File: src/rtl/alu_exec_unit.sv
// Registered ALU execution stage: single-cycle add/sub/and/or/slt, plus a
// WIDTH-cycle shift-add multiply with a start/busy/done handshake.
module alu_exec_unit #(
  parameter int WIDTH = 32
) (
  input  logic             clk,
  input  logic             rst,
  input  logic             start,
  input  logic [2:0]       AluOperation,
  input  logic [WIDTH-1:0] A,
  input  logic [WIDTH-1:0] B,
  output logic [WIDTH-1:0] result,
  output logic             zero,
  output logic             busy,
  output logic             done
);
  localparam int CW = $clog2(WIDTH) + 1;
  localparam logic [2:0] OP_MUL = 3'b100;

  typedef enum logic {IDLE, MUL} state_t;

  state_t           state_q, state_d;
  logic [WIDTH-1:0] mcand_q, mcand_d;
  logic [WIDTH-1:0] mplier_q, mplier_d;
  logic [WIDTH-1:0] acc_q, acc_d;
  logic [CW-1:0]    cnt_q, cnt_d;
  logic [WIDTH-1:0] result_q, result_d;
  logic             zero_q, zero_d;
  logic             done_q, done_d;

  logic [WIDTH-1:0] alu_res;
  logic [WIDTH-1:0] mul_sum;
  logic             slt;

  assign slt = $signed(A) < $signed(B);

  always_comb begin
    alu_res = '0;
    unique case (AluOperation)
      3'b000:  alu_res = A + B;
      3'b001:  alu_res = A - B;
      3'b010:  alu_res = A & B;
      3'b011:  alu_res = A | B;
      3'b111:  alu_res = {{(WIDTH-1){1'b0}}, slt};
      default: alu_res = '0; // 101/110 reserved; 100 never takes this path
    endcase
  end

  assign mul_sum = acc_q + (mplier_q[0] ? mcand_q : '0);

  always_comb begin
    state_d  = state_q;
    mcand_d  = mcand_q;
    mplier_d = mplier_q;
    acc_d    = acc_q;
    cnt_d    = cnt_q;
    result_d = result_q;
    zero_d   = zero_q;
    done_d   = 1'b0;
    unique case (state_q)
      IDLE: begin
        if (start) begin
          if (AluOperation == OP_MUL) begin
            mcand_d  = A;
            mplier_d = B;
            acc_d    = '0;
            cnt_d    = '0;
            state_d  = MUL;
          end else begin
            result_d = alu_res;
            zero_d   = (alu_res == '0);
            done_d   = 1'b1;
          end
        end
      end
      MUL: begin
        acc_d    = mul_sum;
        mcand_d  = mcand_q << 1;
        mplier_d = mplier_q >> 1;
        cnt_d    = cnt_q + 1'b1;
        // Final iteration commits the sum including this cycle's partial product
        if (cnt_q == CW'(WIDTH - 1)) begin
          result_d = mul_sum;
          zero_d   = (mul_sum == '0);
          done_d   = 1'b1;
          state_d  = IDLE;
        end
      end
      default: state_d = IDLE;
    endcase
  end

  always_ff @(posedge clk or negedge rst) begin
    if (!rst) begin
      state_q  <= IDLE;
      mcand_q  <= '0;
      mplier_q <= '0;
      acc_q    <= '0;
      cnt_q    <= '0;
      result_q <= '0;
      zero_q   <= 1'b1;
      done_q   <= 1'b0;
    end else begin
      state_q  <= state_d;
      mcand_q  <= mcand_d;
      mplier_q <= mplier_d;
      acc_q    <= acc_d;
      cnt_q    <= cnt_d;
      result_q <= result_d;
      zero_q   <= zero_d;
      done_q   <= done_d;
    end
  end

  assign result = result_q;
  assign zero   = zero_q;
  assign busy   = (state_q == MUL);
  assign done   = done_q;
endmodule

File: config.mk
export PLATFORM = sky130hd
export DESIGN_NAME = alu_exec_unit
export DESIGN_NICKNAME = d
export VERILOG_FILES = /design/src/rtl/alu_exec_unit.sv
export SDC_FILE = /design/constraint.sdc
export NUM_CORES = 1
export LEC_CHECK = 0
export ABC_AREA = 1
export CORE_ASPECT_RATIO = 1.5
export CORE_UTILIZATION = 60
export DETAILED_ROUTE_END_ITERATION = 10
export PLACE_DENSITY = 0.83
export SLEW_MARGIN = 5
export SYNTH_ARGS = -nofsm -noshare
export SYNTH_HDL_FRONTEND = slang
export SYNTH_SLANG_ARGS = --single-unit
File: constraint.sdc
create_clock -name clk -period 7.4 [get_ports clk]
set_input_delay 1.48 -clock clk [delete_from_list [all_inputs] [get_ports clk]]
set_output_delay 1.48 -clock clk [all_outputs]
set_load 0.03 [all_outputs]
==> reports/metrics.yaml <==
drive_gt1_share_pct: 6.28
ys_seq_area_share_pct: 23.3
r2r-start: "mplier_q[0]"
cpPeakStageDelay_ns: 0.57
dp.cells: 2739
grt_max_degree: 82
report.final.slew_viol_count: 0
synth.avg_cell_area_um2: 6.16
synth_area_um2: 14700
post_cts_resize_count: 0
ys_ff_latch: 137
r2r_slack_ns: 3.29
final_common_cell: "nand2_1"
place_ws_ns: 2.60
pwr-share-comb_pct: 58.0
rsz0062_at_grt: "no"
fin_cells: 2771
setup_ws_ns: 2.80
tritoncts: "built"
routedWlPerCell_um: 19.0
swShare_pct: 50.2
place_hpwl_um: 41200
ir_drop_uv: 197
status: "completed"
nFillCells: 2160
r2r-end: "zero"
ff2ff_path_depth: 15
wirelength_um: 52600
maxSlewHeadroom_pct: 26.1
num_vias: 16200
die_w_um: 130
cts_buffer_depth: 2
hold_class: "flop to flop"
worstSetupEndpointType: "flop"
setup-violations-final: 0
rows: 69
ios: 105
finalNetCount: 2655
max_freq_mhz: 218
postCtsHoldBufs: 0
drtIter0Drc: 1616
cap_viol_max_count: 0
finalClockSkew_ns: 0.0115
p_leak_uw: 0.00872
synthFlopType: "dfrtp_1"
place_congestion: 1.06
ant_nets: 0
clk_pin_slew_ns: 0.06
n_antenna_cell: 0
syn_inst: 2389
ys_async_sr_fraction_pct: 100
core-area_um2: 23900
syn_nets: 2605
hold_depth: 2
power_uw: 5000
ys_warn_count: 0
syn2layout_area_growth_pct: 11.3
crit_type: "primary input to flop"
root_buffer: "clkbuf_16"
cts_sinks: 137
p_clk_share_pct: 17.0
start_util_pct: 61.5
power.density_nw_per_um2: 305
critPathLaunchType: "primary input"
hold_violations: 0
grt_pass1_vias: 15800
required_ns: 7.78
avgViaCountPerCell: 5.86
crit_arrival_ns: 4.98
finalCritPeriodShare_pct: 62.1
hold_end: "acc_q[2]"
antenna_found_initial: 0
die_h_um: 194
io_buffer_count: 104
tightest_slew_ns: 1.11
postCtsSetupRepairBufs: 0
period_needed_ns: 4.60
synth-edff-count: 0
crit_path_max_fanout: 8
setup-tns-final_ns: 0
grt_pass1_wl_um: 82500
yosysUniqueCellTypes: 47
crit_top_cell: "nand2_1"
path_cells: "clkdlybuf4s50_1 > inv_1 > ha_1 > nand2_1 > nor2_2 > a21boi_0 > o21bai_1 > nand3_1 > nand2_1 > nand3_1 > nand3_1 > nor2_1 > nand2_1 > nor2_1 > nand3_1 > nand2_1 > nand2_1 > nand2_1"
clock_latency_ns: 0.44
h-tree-depth: 4
drcViolationCount: 0
slowest_stage: "clkdlybuf4s50_1"
seqPwrFrac_pct: 25.0
switching_power_uw: 2510
hp-start: "acc_q[2]"
die_area_um2: 25200
overflow: 0
cts_buffers: 17
power.internal_uw: 2490
track_usage_pct: 43.0
final_cell_mix: "nand2_1 (742), inv_1 (351), nor2_1 (256)"
firstDrtPassIters: 7
flip-flops by register name, summed over array words and instances, names as in the netlist:
signal and count:
zero 1, result 32, busy 1, done 1
mplier_q 32, mcand_q 32, cnt_q 6, acc_q 32
metrics by stage:
stage / utilization, % / area (um^2) / hold WS, ns
2_1_floorplan: - / 14700 / 0.448
3_3_place_gp: 66.1 / 15800 / 0.466
3_5_place_dp: 66.1 / 15800 / 0.473
4_1_cts: 68.5 / 16400 / 0.491
5_1_grt: 68.5 / 16400 / 0.503
6_report: 68.5 / 16400 / 0.486
power by group through the flow:
stage	logic [uW]	registers (uW)	clock network [uW]
after detailed placement	2790	1250	0
after CTS	2820	1240	855
after floorplan	1920	1290	0
after global routing	3210	1280	886
after global placement	2730	1240	0
final	2900	1250	852
kinds of logic (layout without fill, tap and decap cells):
kind of cell | after synthesis | after routing | synth area share [%]
AND/OR/NAND/NOR | 1310 | 1310 | 37.6
buffers and inverters | 448 | 511 | 12.2
adder cells (fa/ha/maj) | 146 | 146 | 12.6
flip-flops | 137 | 137 | 23.3
XOR/XNOR | 20 | 20 | 1.19
AO/OA/AOI/OAI | 328 | 328 | 13.1
critical path: cells and delay by family:
family / cells / cell delay (ns)
compound gates: 2 / 0.67
fa+ha+maj: 1 / 0.52
simple gates: 13 / 1.68
buf+inv: 2 / 0.64
cells in the mapped netlist, types with 6 or more instances:
cell type	number	area [um^2]
a21oi_1	110	551
a21oi_2	11	96.3
a31oi_1	82	513
buf_2	11	55.1
buf_4	11	82.6
buf_6	8	90.1
clkbuf_1	46	173
dfrtp_1	136	3400
ha_1	143	1790
inv_1	352	1320
inv_2	16	60.1
nand2_1	743	2790
nand2_2	28	175
nand3_1	173	866
nand3_2	10	100
nand3b_1	8	60.1
nand4_1	19	119
nor2_1	256	961
nor2_2	22	138
nor3_1	22	110
o21ai_0	55	275
o21ai_1	6	30.0
o21bai_1	14	105
o22ai_1	28	175
or2_2	11	68.8
xnor2_1	9	78.8
xor2_1	11	96.3
worst max-delay path by stage:
stage	startpoint	endpoint	slack, ns	depth (start not counted)
2_1_floorplan	A[0]	zero	3.94	18
3_3_place_gp	A[3]	zero	2.54	22
3_5_place_dp	A[1]	zero	2.60	22
4_1_cts	A[3]	zero	3.05	22
5_1_grt	A[16]	zero	2.60	18
6_report	A[16]	zero	2.80	18
layout make-up:
| type | instances | area [um^2] | area share, % |
|---|---|---|---|
| Clock inverter | 13 | 118 | 0.718 |
| Timing Repair Buffer | 111 | 1090 | 6.69 |
| Inverter | 368 | 1380 | 8.44 |
| Sequential cell | 137 | 3430 | 21.0 |
| Tap cell | 319 | 399 | 2.44 |
| Multi-Input combinational cell | 1804 | 9500 | 58.0 |
| Clock buffer | 19 | 453 | 2.77 |
routing by layer:
layer | vias to the layer above | part of all wire [%] | track usage [%]
li1 | 7685 | - | -
met1 | 7423 | 37 | 49.5
met2 | 882 | 47 | 70.2
met3 | 244 | 7.9 | 7.56
met4 | 0 | 8.0 | 32.5
met5 | - | 0 | 0
(Power assumes the default switching activity.)
==> RTL edit 1 (same flow settings) <==
Remove the register `done_q`: a continuous assignment takes its place, so the output `done` follows one clock earlier.
--- a/src/rtl/alu_exec_unit.sv
+++ b/src/rtl/alu_exec_unit.sv
@@ -99,7 +99,6 @@
       cnt_q    <= '0;
       result_q <= '0;
       zero_q   <= 1'b1;
-      done_q   <= 1'b0;
     end else begin
       state_q  <= state_d;
       mcand_q  <= mcand_d;
@@ -108,9 +107,10 @@
       cnt_q    <= cnt_d;
       result_q <= result_d;
       zero_q   <= zero_d;
-      done_q   <= done_d;
     end
   end
+
+  assign done_q = done_d;
 
   assign result = result_q;
   assign zero   = zero_q;
Formal check against the unedited RTL: not equivalent (Yosys sat finds a counterexample within 4 cycles, from zero or initial values and one cycle with rst low).
==> RTL edit 1 against the unedited design <==
Total power down 0.34%. Critical path depth decreased by 14. Synthesized area is 0.17% lower. Clock skew up 0.0045 ns. Final area is 0.12% lower. Routed wire length is 1.3% lower. Setup slack worse by 0.32 ns. Count of clock-buffer cells in the layout unchanged. Sequential power about the same. Final cell count unchanged. Sequential cell count fell by 1. Via count is 0.41% higher. Register-to-register slack improved by 0.13 ns. Highest routed layer unchanged.
==> RTL edit 1: results (changes against the unedited design) <==
metric,value,unit,change
run_status,"complete, no violations",,
p_leak,0.008704,uW,-0.12%
place_hpwl,40.97,mm,-0.55%
root_buffer,clkbuf_16,,
grt_pass1_vias,15710,,-0.37%
synth_common_cells,"nand2_1, inv_1, nor2_1, nand3_1, ha_1",,
tightest_slew,1.084,ns,-0.02428 ns
nets,2654,,-0.038%
grt_pass1_wl,81.16,mm,-1.6%
numCtsBuffers,17,,unchanged
hp-class,reg -> reg,,
grt_max_degree,87,,+6.1%
fin_worst_skew,0.01599,ns,+0.004481 ns
synth_area_leaders,"dfrtp_1, nand2_1, ha_1",,
dpl_cell_area,15780,um2,-0.16%
cts_resized,0,,unchanged
synth-main-ff-cell,dfrtp_1,,
synthDistinctLibCells,47,,unchanged
post_cts_buffers,0,,unchanged
grt_use_total,42.22,%,-0.81 points
place.gp.congestion,1.074,,+0.99%
drt_iter0_drc,1526,,-5.6%
antenna_found_initial,0,,unchanged
htree_levels,4,,unchanged
via_per_inst,5.882,,+0.41%
ys_seq_area_share,23.18,%,-0.13 points
worstPathArrival,3.43,ns,-1.55 ns
worstSkewPairLatency,0.44,ns,about the same
finalWirelength,51.93,mm,-1.3%
layout-drive-gt1-share,6.283,%,about the same
first_pass_iters,8,,+1
clk_path_buf_depth,2,,unchanged
crit_fanout,50,,+42
clkTransAtPathRegs,0.06,ns,about the same
async_flop_share,100.0,%,unchanged
syn-num-nets,2604,,-0.038%
io_buffers,104,,unchanged
yosys_warnings,0,,unchanged
ir_worst_vdd,0.0002285,V,+16%
RTL edit 1: through the flow:
step	util (%)	hold WS, ns	setup slack, ns	std cells
6_report	68.64	0.4891	2.485	2771
5_1_grt	68.63	0.5048	2.311	2770
4_1_cts	68.63	0.4910	2.526	2770
3_5_place_dp	66.22	0.4739	2.707	2738
3_3_place_gp	66.22	0.4633	2.756	2738
2_1_floorplan	-	0.4483	3.832	2388
RTL edit 1: area by class of cell:
class	count	area (um2)
Clock inverter	13	120.1
Tap cell	319	399.1
Multi-Input combinational cell	1804	9497
Inverter	368	1383
Clock buffer	19	452.9
Antenna cell	1	2.502
Fill cell	2190	7473
Sequential cell	136	3406
Timing Repair Buffer	111	1095
RTL edit 1: critical path, cell delays in order, from the launching register on:
cell	delay [ns]
dfrtp_2	1.02
clkinv_2	0.93
nand3_1	0.35
nand2_2	0.08
clkdlybuf4s50_1	0.59
RTL edit 1: routing by layer:
metal,GRT usage (%),routed length (um)
met1,49.39,19280
met2,70.89,24830
met3,6.374,4203
met4,27.22,3614
met5,0,0
RTL edit 1: logic make-up (layout without fill, tap and decap cells):
| kind of cell | after synthesis | count (layout) | share of synthesized area (%) |
|---|---|---|---|
| DFF | 136 | 136 | 23.18 |
| other | 0 | 1 | 0 |
| xor gates and xnor gates | 20 | 20 | 1.193 |
| adders and majority gates | 146 | 146 | 12.59 |
| buffers and inverters | 448 | 511 | 12.23 |
| and+or+nand+nor | 1310 | 1310 | 37.68 |
| AOI/OAI and AO/OA | 328 | 328 | 13.13 |
RTL edit 1: worst paths after layout:
path | startpoint | endpoint | slack, ns | cells after the start
setup reg to reg | busy | mcand_q[24] | 3.42 | 6
hold / removal | acc_q[19] | acc_q[19] | 0.49 | 2
min in group asynchronous | rst | mplier_q[4] | 1.09 | 1
hold reg to reg | acc_q[19] | acc_q[19] | 0.49 | 2
max in group asynchronous | rst | mplier_q[20] | 5.09 | 2
setup / recovery | busy | done | 2.49 | 4
RTL edit 1: power breakdown:
part	switching, uW	internal, uW	leakage, uW
Combinational	1910	980	0.00685
Sequential	226	1020	0.00157
Clock	362	483	0.000281
Total	2500	2490	0.00870
==> RTL edit 2 (same settings) <==
Without the edit above. `WIDTH`: 32 -> 16.
--- a/src/rtl/alu_exec_unit.sv
+++ b/src/rtl/alu_exec_unit.sv
@@ -1,7 +1,7 @@
 // Registered ALU execution stage: single-cycle add/sub/and/or/slt, plus a
 // WIDTH-cycle shift-add multiply with a start/busy/done handshake.
 module alu_exec_unit #(
-  parameter int WIDTH = 32
+  parameter int WIDTH = 16
 ) (
   input  logic             clk,
   input  logic             rst,
Ports: changed (resized A, B and result); port bits go from 105 to 57. The function was not compared with the original's and may differ.
==> RTL edit 2 against the unedited design <==
Die area fell by 52%. Final area shrank 53%. Global-route usage fell by 8.5 points. Routed wire length is 62% lower. Setup slack improved by 0.45 ns. Sequential power shrank 40%. Count of clock-buffer cells in the layout fell by 7. Synthesized area shrank 53%. Sequential cell count decreased by 65. Total power decreased by 41%. Largest cell class unchanged. Largest power group unchanged.
==> RTL edit 2: results (changes against the unedited design) <==
metric,value,unit,change
place_hpwl,15.33,mm,-63%
synth_compound_area_share,10.57,%,-2.5 points
run_status,"complete, no violations",,
htree_levels,3,,-1
startpoint,AluOperation[2],,
crit_fanout,65,,+57
numCtsBuffers,9,,-8
grt_pass1_vias,6760,,-57%
synth_area_leaders,"dfrtp_1, nand2_1, ha_1",,
post_drt_wl_per_cell,15.97,um,-16%
ys_seq_area_share,25.99,%,+2.7 points
syn-num-nets,1183,,-55%
p_leak,0.004137,uW,-53%
min-delay-start,result[2],,
io_buffers,56,,-46%
worstSkewPairLatency,0.34,ns,-0.10 ns
grt_use_total,34.51,%,-8.5 points
nets,1214,,-54%
slew-limit-headroom,27.72,%,+1.6 points
synth_fa_ha_area_share,13.85,%,+1.3 points
num_vias,7041,,-57%
layout-drive-gt1-share,4.973,%,-1.3 points
grt_max_degree,73,,-11%
ir_worst_vdd,0.0002027,V,+3.1%
fin_worst_skew,0.003383,ns,-0.008125 ns
slowest_stage,nand2_2,,
place.gp.congestion,0.9818,,-7.7%
fillers,982,,-55%
worstPathArrival,4.38,ns,-0.60 ns
synth_xor_xnor_area_share,1.515,%,+0.32 points
synth_common_cells,"nand2_1, inv_1, nor2_1, nand3_1, ha_1",,
grt_pass1_wl,32.60,mm,-60%
==> RTL edit 2: area by class of cell <==
| type | count | share of cell area [%] |
|---|---|---|
| well taps | 147 | 2.365 |
| repair buffers | 59 | 7.466 |
| clock buffers | 12 | 3.041 |
| multi-input cells | 805 | 55.61 |
| flip-flops and latches | 72 | 23.19 |
| inverters | 154 | 7.434 |
| clock inverters | 4 | 0.9010 |
==> RTL edit 2: worst paths after layout <==
check / to / depth (start not counted)
setup / recovery: mcand_q[15] / 7
hold / removal: result[2] / 2
setup reg to reg: zero / 15
hold reg to reg: result[2] / 2
max in group asynchronous: mcand_q[12] / 1
min in group asynchronous: mcand_q[2] / 1
==> RTL edit 2: cells by family (layout without fill, tap and decap cells) <==
family	count (synthesis)	after routing
simple gates	592	592
compound gates	126	126
buf+inv	193	229
fa+ha+maj	75	75
flops	72	72
xor+xnor	12	12
==> RTL edit 2: worst register-to-register path: cells and delay by family, from the launching register on <==
kind | cells | cell delay, ns
simple gates | 11 | 1.34
fa+ha+maj | 2 | 0.73
flops | 1 | 0.57
xor+xnor | 1 | 0.22
buf+inv | 1 | 0.05
==> RTL edit 2: report_power, final <==
| group | internal, uW | switching (uW) |
|---|---|---|
| logic | 624 | 1130 |
| registers | 606 | 142 |
| clock network | 294 | 162 |
==> RTL edit 2: routing by layer <==
layer  up-vias  global-route usage (%)  wire (um)  part of all wire (%)
met5         -                       0          0                     0
met4         0                   20.40       1113                   5.6
met3        74                   3.995        940                   4.7
met2       254                   61.37      10120                    51
met1      3238                   39.73       7832                    39
li1       3475                       -          -                     -
==> RTL edit 2: through the flow <==
step | area (um2) | instances | utilization, % | hold WS [ns] | worst slack (ns)
floorplan | 6938 | 1070 | - | 0.4715 | 4.242
global placement | 7470 | 1237 | 66.85 | 0.4678 | 3.084
detailed placement | 7470 | 1237 | 66.85 | 0.4707 | 2.986
CTS | 7776 | 1253 | 69.60 | 0.4841 | 3.308
global route | 7776 | 1253 | 69.60 | 0.5071 | 3.001
finish | 7776 | 1253 | 69.60 | 0.4778 | 3.257
